`src/rtl/lcd_pkg.sv`:
```
// Shared opcode constants, limits and sequencer state encoding for the LCD
// command path.
package lcd_pkg;

  localparam logic [3:0] CMD_WRITE      = 4'd0;
  localparam logic [3:0] CMD_SHIFT_UP   = 4'd1;
  localparam logic [3:0] CMD_SHIFT_DOWN = 4'd2;
  localparam logic [3:0] CMD_SHIFT_LEFT = 4'd3;
  localparam logic [3:0] CMD_SHIFT_RGHT = 4'd4;
  localparam logic [3:0] CMD_MAX        = 4'd5;
  localparam logic [3:0] CMD_MIN        = 4'd6;
  localparam logic [3:0] CMD_AVERAGE    = 4'd7;
  localparam logic [3:0] CMD_ROT_CCW    = 4'd8;
  localparam logic [3:0] CMD_ROT_CW     = 4'd9;
  localparam logic [3:0] CMD_MIRROR_X   = 4'd10;
  localparam logic [3:0] CMD_MIRROR_Y   = 4'd11;

  localparam int unsigned MAX_CMD = 11;

  typedef enum logic [2:0] {
    ST_BOOT,
    ST_IDLE,
    ST_GUARD,
    ST_WAIT,
    ST_FLUSH,
    ST_DONE
  } state_t;

endpackage

```
`src/rtl/lcd_cmd_fifo.sv`:
```
// Synchronous command FIFO with occupancy count; pointers wrap modulo DEPTH.
module lcd_cmd_fifo #(
  parameter int unsigned DEPTH = 4,
  parameter int unsigned W     = 4
) (
  input  logic                     clk,
  input  logic                     reset_n,
  input  logic                     push,
  input  logic                     pop,
  input  logic [W-1:0]             din,
  output logic [W-1:0]             head,
  output logic                     full,
  output logic                     empty,
  output logic [$clog2(DEPTH):0]   level
);

  localparam int unsigned AW = $clog2(DEPTH);

  logic [W-1:0]  mem [DEPTH];
  logic [AW-1:0] wr_ptr;
  logic [AW-1:0] rd_ptr;
  logic          do_push;
  logic          do_pop;

  assign full    = (level == (AW+1)'(DEPTH));
  assign empty   = (level == '0);
  assign do_push = push && !full;
  assign do_pop  = pop && !empty;
  assign head    = mem[rd_ptr];

  always_ff @(posedge clk) begin
    if (do_push) mem[wr_ptr] <= din;
  end

  always_ff @(posedge clk or negedge reset_n) begin
    if (!reset_n) begin
      wr_ptr <= '0;
      rd_ptr <= '0;
      level  <= '0;
    end else begin
      if (do_push) wr_ptr <= wr_ptr + 1'b1;
      if (do_pop)  rd_ptr <= rd_ptr + 1'b1;
      case ({do_push, do_pop})
        2'b10:   level <= level + 1'b1;
        2'b01:   level <= level - 1'b1;
        default: level <= level;
      endcase
    end
  end

endmodule

```
`src/rtl/lcd_cmd_seq.sv`:
```
// Host-to-engine command sequencer: buffers host opcodes and issues them one
// at a time as single-cycle strobes, gated on the engine's busy signal.
module lcd_cmd_seq
  import lcd_pkg::*;
#(
  parameter int unsigned DEPTH   = 4,
  parameter int unsigned MAX_CMD = lcd_pkg::MAX_CMD,
  parameter int unsigned CNT_W   = 8
) (
  input  logic                     clk,
  input  logic                     reset_n,
  input  logic [3:0]               host_cmd,
  input  logic                     host_valid,
  output logic                     host_ready,
  output logic [3:0]               lcd_cmd,
  output logic                     lcd_cmd_valid,
  input  logic                     lcd_busy,
  input  logic                     lcd_done,
  output logic                     seq_done,
  output logic                     err_cmd,
  output logic [$clog2(DEPTH):0]   fifo_level,
  output logic [CNT_W-1:0]         cmd_count
);

  localparam logic [3:0] MAX_OP = 4'(MAX_CMD);

  state_t     state;
  state_t     state_nx;
  logic       closed;
  logic       full;
  logic       empty;
  logic [3:0] head;
  logic       xfer;
  logic       legal;
  logic       push;
  logic       issue;

  // Closing intake once a write is queued also covers FLUSH/DONE, since the
  // only way there is by issuing that write.
  assign host_ready = !full && !closed;
  assign xfer       = host_valid && host_ready;
  assign legal      = (host_cmd <= MAX_OP);
  assign push       = xfer && legal;
  assign seq_done   = (state == ST_DONE);

  lcd_cmd_fifo #(
    .DEPTH (DEPTH),
    .W     (4)
  ) u_fifo (
    .clk     (clk),
    .reset_n (reset_n),
    .push    (push),
    .pop     (issue),
    .din     (host_cmd),
    .head    (head),
    .full    (full),
    .empty   (empty),
    .level   (fifo_level)
  );

  always_ff @(posedge clk or negedge reset_n) begin
    if (!reset_n) state <= ST_BOOT;
    else          state <= state_nx;
  end

  always_comb begin
    state_nx = state;
    issue    = 1'b0;
    case (state)
      ST_BOOT:  if (!lcd_busy) state_nx = ST_IDLE;
      ST_IDLE: begin
        if (!empty && !lcd_busy) begin
          issue    = 1'b1;
          state_nx = ST_GUARD;
        end
      end
      // The engine raises busy a cycle after the strobe, so busy is not
      // trusted here.
      ST_GUARD: state_nx = (lcd_cmd == CMD_WRITE) ? ST_FLUSH : ST_WAIT;
      ST_WAIT:  if (!lcd_busy) state_nx = ST_IDLE;
      ST_FLUSH: if (lcd_done) state_nx = ST_DONE;
      ST_DONE:  state_nx = ST_DONE;
      default:  state_nx = ST_BOOT;
    endcase
  end

  always_ff @(posedge clk or negedge reset_n) begin
    if (!reset_n) begin
      lcd_cmd       <= '0;
      lcd_cmd_valid <= 1'b0;
      cmd_count     <= '0;
      err_cmd       <= 1'b0;
      closed        <= 1'b0;
    end else begin
      lcd_cmd_valid <= issue;
      err_cmd       <= xfer && !legal;
      if (issue) begin
        lcd_cmd <= head;
        if (cmd_count != '1) cmd_count <= cmd_count + 1'b1;
      end
      if (push && (host_cmd == CMD_WRITE)) closed <= 1'b1;
    end
  end

endmodule

```
`config.mk`:
```
export PLATFORM = sky130hd
export DESIGN_NAME = lcd_cmd_seq
export DESIGN_NICKNAME = d
export VERILOG_FILES = /design/src/rtl/lcd_pkg.sv /design/src/rtl/lcd_cmd_fifo.sv /design/src/rtl/lcd_cmd_seq.sv
export SDC_FILE = /design/constraint.sdc
export NUM_CORES = 1
export LEC_CHECK = 0
export CORE_MARGIN = 2
export CORE_UTILIZATION = 30
export CTS_BUF_LIST = sky130_fd_sc_hd__clkbuf_4 sky130_fd_sc_hd__clkbuf_8
export DETAILED_ROUTE_END_ITERATION = 8
export PLACE_DENSITY = 0.59
export SLEW_MARGIN = 20
export SYNTH_ARGS = -nofsm -noshare
export SYNTH_HDL_FRONTEND = slang
export SYNTH_SLANG_ARGS = --single-unit
```
`constraint.sdc`:
```
create_clock -name clk -period 2.8 [get_ports clk]
set_clock_uncertainty 0.1 [all_clocks]
set_input_delay 0.28 -clock clk [delete_from_list [all_inputs] [get_ports clk]]
set_output_delay 0.28 -clock clk [all_outputs]
set_load 0.02 [all_outputs]
```
==> flow_summary.toml, run 1 <==
[status]
outcome = "completed"

[pwr]
p_leak_nw = 0.9424
p_per_area_nw_per_um2 = 1027
vdd_drop_max_mv = 0.4278

[critical_path]
cp_max_fo = 7
cp_data_arrival_time_ns = 2.36
worstPathCellList = "inv_1, a31oi_1, and3_1, inv_1, ha_1, inv_1, fa_1, xor2_1, nor2_1, xor2_1"
path_class = "register to register"
r2r_start = "u_fifo.level[0]"
cp_slowest_stage_delay_ns = 0.40
slowest_stage = "dfrtp_1"
end_kind = "register"
cp.required_ns = 2.88
cp-startpoint = "u_fifo.level[0]"
path_delay_family = "simple AND/OR/NAND/NOR gates"
worstSetupStartpointType = "register"
timing.critical_path.buf_inv = 3
crit_top_cell = "inv_1"

[placed_design]
portBuffers = 27
dpl_worst_slack_ns = 0.2139
dp_hpwl_mm = 2.290
gp_congestion = 0.6954

[sta]
rsz0062_at_grt = "no"
fin_tns_setup_ns = 0
whs_ns = 0.2617
finalSetupViolCount = 0
period_share_pct = 81.54
finalCriticalPeriod_ns = 2.283
fmax_ghz = 0.4380
max-slew-margin-rel_pct = 64.52
slew_violations = 0
hold_viol = 0
worst_pin_slew_ns = 0.5302
fin_ws_ns = 0.5168

[yosys]
synth-simple-area-share_pct = 14.63
synth_top_cell_by_area = "dfrtp_1"
synth_top_area_share_pct = 34.67
synthXorXnorAreaFrac_pct = 6.311
ys_seq_elements = 41
synthDistinctLibCells = 31
synthAdderAreaFrac_pct = 5.270
synth_nets = 156
syn_inst = 140
synth_compound_area_share_pct = 2.497
yosysWarningCount = 0
synth_top_family_by_area = "simple AND/OR/NAND/NOR gates"
synth_area_um2 = 1804
synth.yosys.seq_area_share_pct = 61.30
avgSynthCellArea_um2 = 12.89
ys_top_cells_by_area = "dfrtp_1 (35%), edfxtp_1 (27%), mux4_2 (5.0%), xor2_1 (4.4%), ha_1 (4.2%)"
synth_mux_area_share_pct = 6.796

[final_layout]
seq_area_um2 = 1106
drive_above_1_share_pct = 10.40
num_antenna_cells = 0
multi_input_area_um2 = 640.6
fill_cells = 564
area_delta_synth_final_pct = 25.87
layout.nets = 188

[die]
die_h_um = 81.55
die_w_um = 81.55
rows = 28
initial_utilization_pct = 30.84
ioPinCount = 28
dieArea_um2 = 6650
core_area_um2 = 5851

[clock_network]
clockBufferDepth = 2
holdBufCountCts = 0
ctsResizeCount = 0
cts_buffers = 5
path_clk_slew_ns = 0.08
cts_sinks = 41
postCtsSetupBuffers = 0
worstSkewPairLatency_ns = 0.29
cts_root_buffer = "clkbuf_8"
h-tree-depth = 2
cts_tree = "yes"

[global_route]
grt_pass1_wl_mm = 5.209
grt-ovfl-total = 0
grt_max_degree = 26
grt_pass1_vias = 1133
antenna_found_initial = 0
grt_usage_pct = 10.67

[hold_path]
hold_class = "input pin to asynchronous set/reset pin"

[detailed_routing]
wl_mm = 3.012
route.detailed.drc = 0
drt_iter0_markers = 33
wire_per_inst_um = 12.15
dr_total_vias = 1091
drt_pre_antenna_iters = 4
ant_nets = 0
via_per_inst = 4.399

[run]
cap_viol_max_count = 0
## report_power, final
part	internal, mW	total, mW	switching [mW]
clock network	0.274	0.463	0.189
logic	0.445	0.885	0.440
registers	0.802	0.984	0.182
## placed cells by master, fill, tap and decap left out, drive strengths merged, types with 2 or more instances in the layout
cell type,n
nor3,4
xor2,9
clkbuf,6
mux2,2
nand2b,3
ha,6
o21ai,2
nand2,20
clkdlybuf4s50,27
buf,2
nor2,9
nand3,3
mux4,4
xnor2,4
dfrtp,25
and2,4
edfxtp,16
nor4,4
inv,9
a31oi,3
## state kept, by name, summed over array words and instances, names as in the netlist
register       cells
closed             1
cmd_count          8
lcd_cmd            4
lcd_cmd_valid      1
u_fifo.wr_ptr      2
err_cmd            1
u_fifo.rd_ptr      2
u_fifo.mem        16
u_fifo.level       3
state              3
## synthesized netlist by cell type (all sizes together)
master,n
edfxtp,16
mux2,2
nand4,1
inv,9
nand3,3
ha,6
nor4b,1
and2,4
o21ai,2
xnor2,4
mux4,4
xor2,9
and3,1
nor2,9
a31o,1
nand2b,3
or4,1
a31oi,3
fa,1
mux2i,1
nand2,20
dfrtp,25
nor3,4
buf,3
nor4,4
nor3b,1
clkbuf,1
o31ai,1
## metrics by stage
step	area, um^2	power (mW)	std cells	utilization [%]
after global placement	2160	1.881	240	36.91
after CTS	2271	2.371	248	38.82
after detailed placement	2160	1.900	240	36.91
final	2271	2.332	248	38.82
after floorplan	1804	1.554	140	-
after global routing	2271	2.534	248	38.82
## final cells by class
type	instances	share of cell area (%)
Sequential cell	41	48.71
Timing Repair Buffer	29	12.56
Clock buffer	6	3.361
Tap cell	75	4.132
Multi-Input combinational cell	86	28.21
Inverter	9	1.488
Clock inverter	2	1.543
## cells by family after synthesis
logic type / Yosys count
xor gates and xnor gates: 13
adders and majority gates: 7
and+or+nand+nor: 52
buffers and inverters: 13
DFF: 41
AOI/OAI and AO/OA: 7
muxes: 7
## per-layer routing
metal,track usage (%),wire length [um],vias to the layer above
li1,-,-,541
met1,13.39,1398,515
met2,16.80,1381,28
met3,3.297,178,7
met4,5.085,53,0
met5,0,0,-
## final timing paths
check                                  end  slack [ns]  depth (start not counted)
max                        u_fifo.level[2]        0.52                         10
max reg2reg                u_fifo.level[2]        0.52                         10
min                        u_fifo.level[2]        0.26                          2
min in group clk              cmd_count[6]        0.39                          1
min reg2reg                   cmd_count[6]        0.39                          1
max in group asynchronous         state[0]        2.09                          2
(Power assumes the default switching activity.)
==> run 2: changes to the inputs <==
--- a/config.mk
+++ b/config.mk
@@ -9,7 +9,7 @@
 export CORE_UTILIZATION = 30
 export CTS_BUF_LIST = sky130_fd_sc_hd__clkbuf_4 sky130_fd_sc_hd__clkbuf_8
 export DETAILED_ROUTE_END_ITERATION = 8
-export PLACE_DENSITY = 0.59
+export PLACE_DENSITY = 0.6
 export SLEW_MARGIN = 20
 export SYNTH_ARGS = -nofsm -noshare
 export SYNTH_HDL_FRONTEND = slang
==> constraint.sdc (replaced) <==
create_clock -name clk -period 2.05 [get_ports clk]
set_clock_uncertainty 0.1 [all_clocks]
set_input_delay 0.205 -clock clk [delete_from_list [all_inputs] [get_ports clk]]
set_output_delay 0.205 -clock clk [all_outputs]
set_load 0.02 [all_outputs]
==> run 2 against run 1 <==
Effect of this change:
- the flow now finishes with violations (setup timing)
- via count is 7.8% higher
- setup slack worse by 0.60 ns
- wire length up 10%
- power up 45%
- clock-buffer cell count up 2
- global-route usage is 0.95 points higher
- sequential power up 35%
- critical path type unchanged
- critical endpoint unchanged
- largest power group is now combinational cells
==> flow_summary.toml, run 2 (synthesis results as in run 1) <==
[status]
outcome = "complete, but fails checks"
violations = "setup timing"

[die]
initial_utilization_pct = 30.84
rows = 28
die_h_um = 81.55
die_w_um = 81.55
core_area_um2 = 5851
ioPinCount = 28
dieArea_um2 = 6650

[final_layout]
top_register = "u_fifo.mem"
largest_register_ff_count = 16
layout_common_cells = "clkdlybuf4s50_1 (24), buf_4 (23), dfrtp_1 (22), nand2_1 (20), edfxtp_1 (16)"
layout.nets = 209
final_design_area_no_fill_um2 = 2456
drive_above_1_share_pct = 25.77
num_antenna_cells = 0
area_delta_synth_final_pct = 36.13
reg_top3 = "u_fifo.mem: 16 flops, cmd_count: 8 flops, lcd_cmd: 4 flops"
final_common_cell = "clkdlybuf4s50_1"

[placed_design]
dp_hpwl_mm = 2.425
gp_congestion = 0.8191
dpl_worst_slack_ns = -0.4699
dpl_cell_area_um2 = 2340
portBuffers = 27

[clock_network]
path_clk_slew_ns = 0.08
clockBufferDepth = 2
cts_sinks = 41
cts_tree = "yes"
cts_root_buffer = "clkbuf_8"
worstSkewPairLatency_ns = 0.29
h-tree-depth = 2
cts_buffers = 5

[pwr]
vdd_drop_max_mv = 0.4531
p_leak_nw = 1.065
p_per_area_nw_per_um2 = 1378

[critical_path]
cp_data_arrival_time_ns = 2.25
worstSetupStartpointType = "register"
rrSetupSlack_ns = -0.08
path_class = "register to register"
cp.required_ns = 2.16
end_kind = "register"
reg2reg_depth = 9
cp_max_fo = 2
r2r_start = "state[0]"
reg2reg_to = "u_fifo.level[2]"

[detailed_routing]
wire_per_inst_um = 12.34
route.detailed.drc = 0
wl_mm = 3.319
dr_total_vias = 1176
via_per_inst = 4.372
drt_iter0_markers = 30
drt_pre_antenna_iters = 4
ant_nets = 0

[global_route]
grt-ovfl-total = 0
grt_pass1_vias = 1206
grt_max_degree = 26
antenna_found_initial = 0
grt_pass1_wl_mm = 5.589
grt_usage_pct = 11.63

[run]
cap_viol_max_count = 0

[hold_path]
hold_class = "input pin to asynchronous set/reset pin"

[sta]
period_share_pct = 104.0
finalSetupViolCount = 1
rsz0062_at_grt = "yes"
hold_viol = 0
slew_violations = 0
worst_pin_slew_ns = 0.3541
finalCriticalPeriod_ns = 2.133
fmax_ghz = 0.4688
fin_ws_ns = -0.08300
max-slew-margin-rel_pct = 76.17
==> run 2: where the power goes <==
part / leakage (nW) / total [mW] / internal, mW / switching [mW]
Sequential: 0.453 / 1.33 / 1.10 / 0.229
Clock: 0.0523 / 0.573 / 0.301 / 0.271
Combinational: 0.559 / 1.48 / 0.799 / 0.684
==> run 2: layout make-up <==
class	instances	area [um^2]
multi-input cells	86	678.2
clock buffers	8	97.59
fillers	558	3395
repair buffers	50	442.9
well taps	75	93.84
inverters	9	33.78
flip-flops and latches	41	1110
==> run 2: timing repair <==
action                                  4_1_cts  5_1_grt
pin swaps                                     2        0
endpoints found under the setup margin        2        1
hold buffers                                  0        0
gates resized for setup                       4        1
buffers inserted                              0        1
gates cloned                                  0        0
==> run 2: critical path, cell delays in order, from the launching register on <==
cell      delay [ns]
dfrtp_1         0.40
nand2b_4        0.06
or4_4           0.48
inv_2           0.08
ha_4            0.12
inv_2           0.03
fa_2            0.34
xor2_1          0.16
nor2_1          0.12
xor2_1          0.14
==> run 2: worst max path at each step <==
stage / from / endpoint / slack, ns / cells after the start
final: state[0] / u_fifo.level[2] / -0.08 / 9
after global routing: state[0] / u_fifo.level[2] / -0.20 / 9
after CTS: state[0] / u_fifo.level[2] / -0.1 / 9
after detailed placement: lcd_busy / u_fifo.level[2] / -0.47 / 10
after global placement: lcd_busy / u_fifo.level[2] / -0.46 / 10
after floorplan: state[1] / u_fifo.level[2] / -0.30 / 10
==> run 2: through the flow <==
stage               TNS (ns)  cells  total power [mW]  hold slack [ns]  utilization [%]
floorplan            -0.5840    140             2.173          -0.1906                -
global placement      -1.757    260             2.818           0.3813            39.99
detailed placement    -1.836    260             2.833           0.3957            39.99
CTS                 -0.09543    268             3.428           0.1816            41.81
global route         -0.1976    269             3.658           0.2003            41.98
finish              -0.08300    269             3.385           0.1672            41.98
==> run 2: layer usage <==
layer	share of wire, %	vias to the layer above	wire length, um	track usage [%]
met2	48	25	1594	18.36
met1	45	556	1509	14.47
met3	4.9	5	162	3.956
met4	1.6	0	53	5.085
met5	0	-	0	0
li1	-	590	-	-
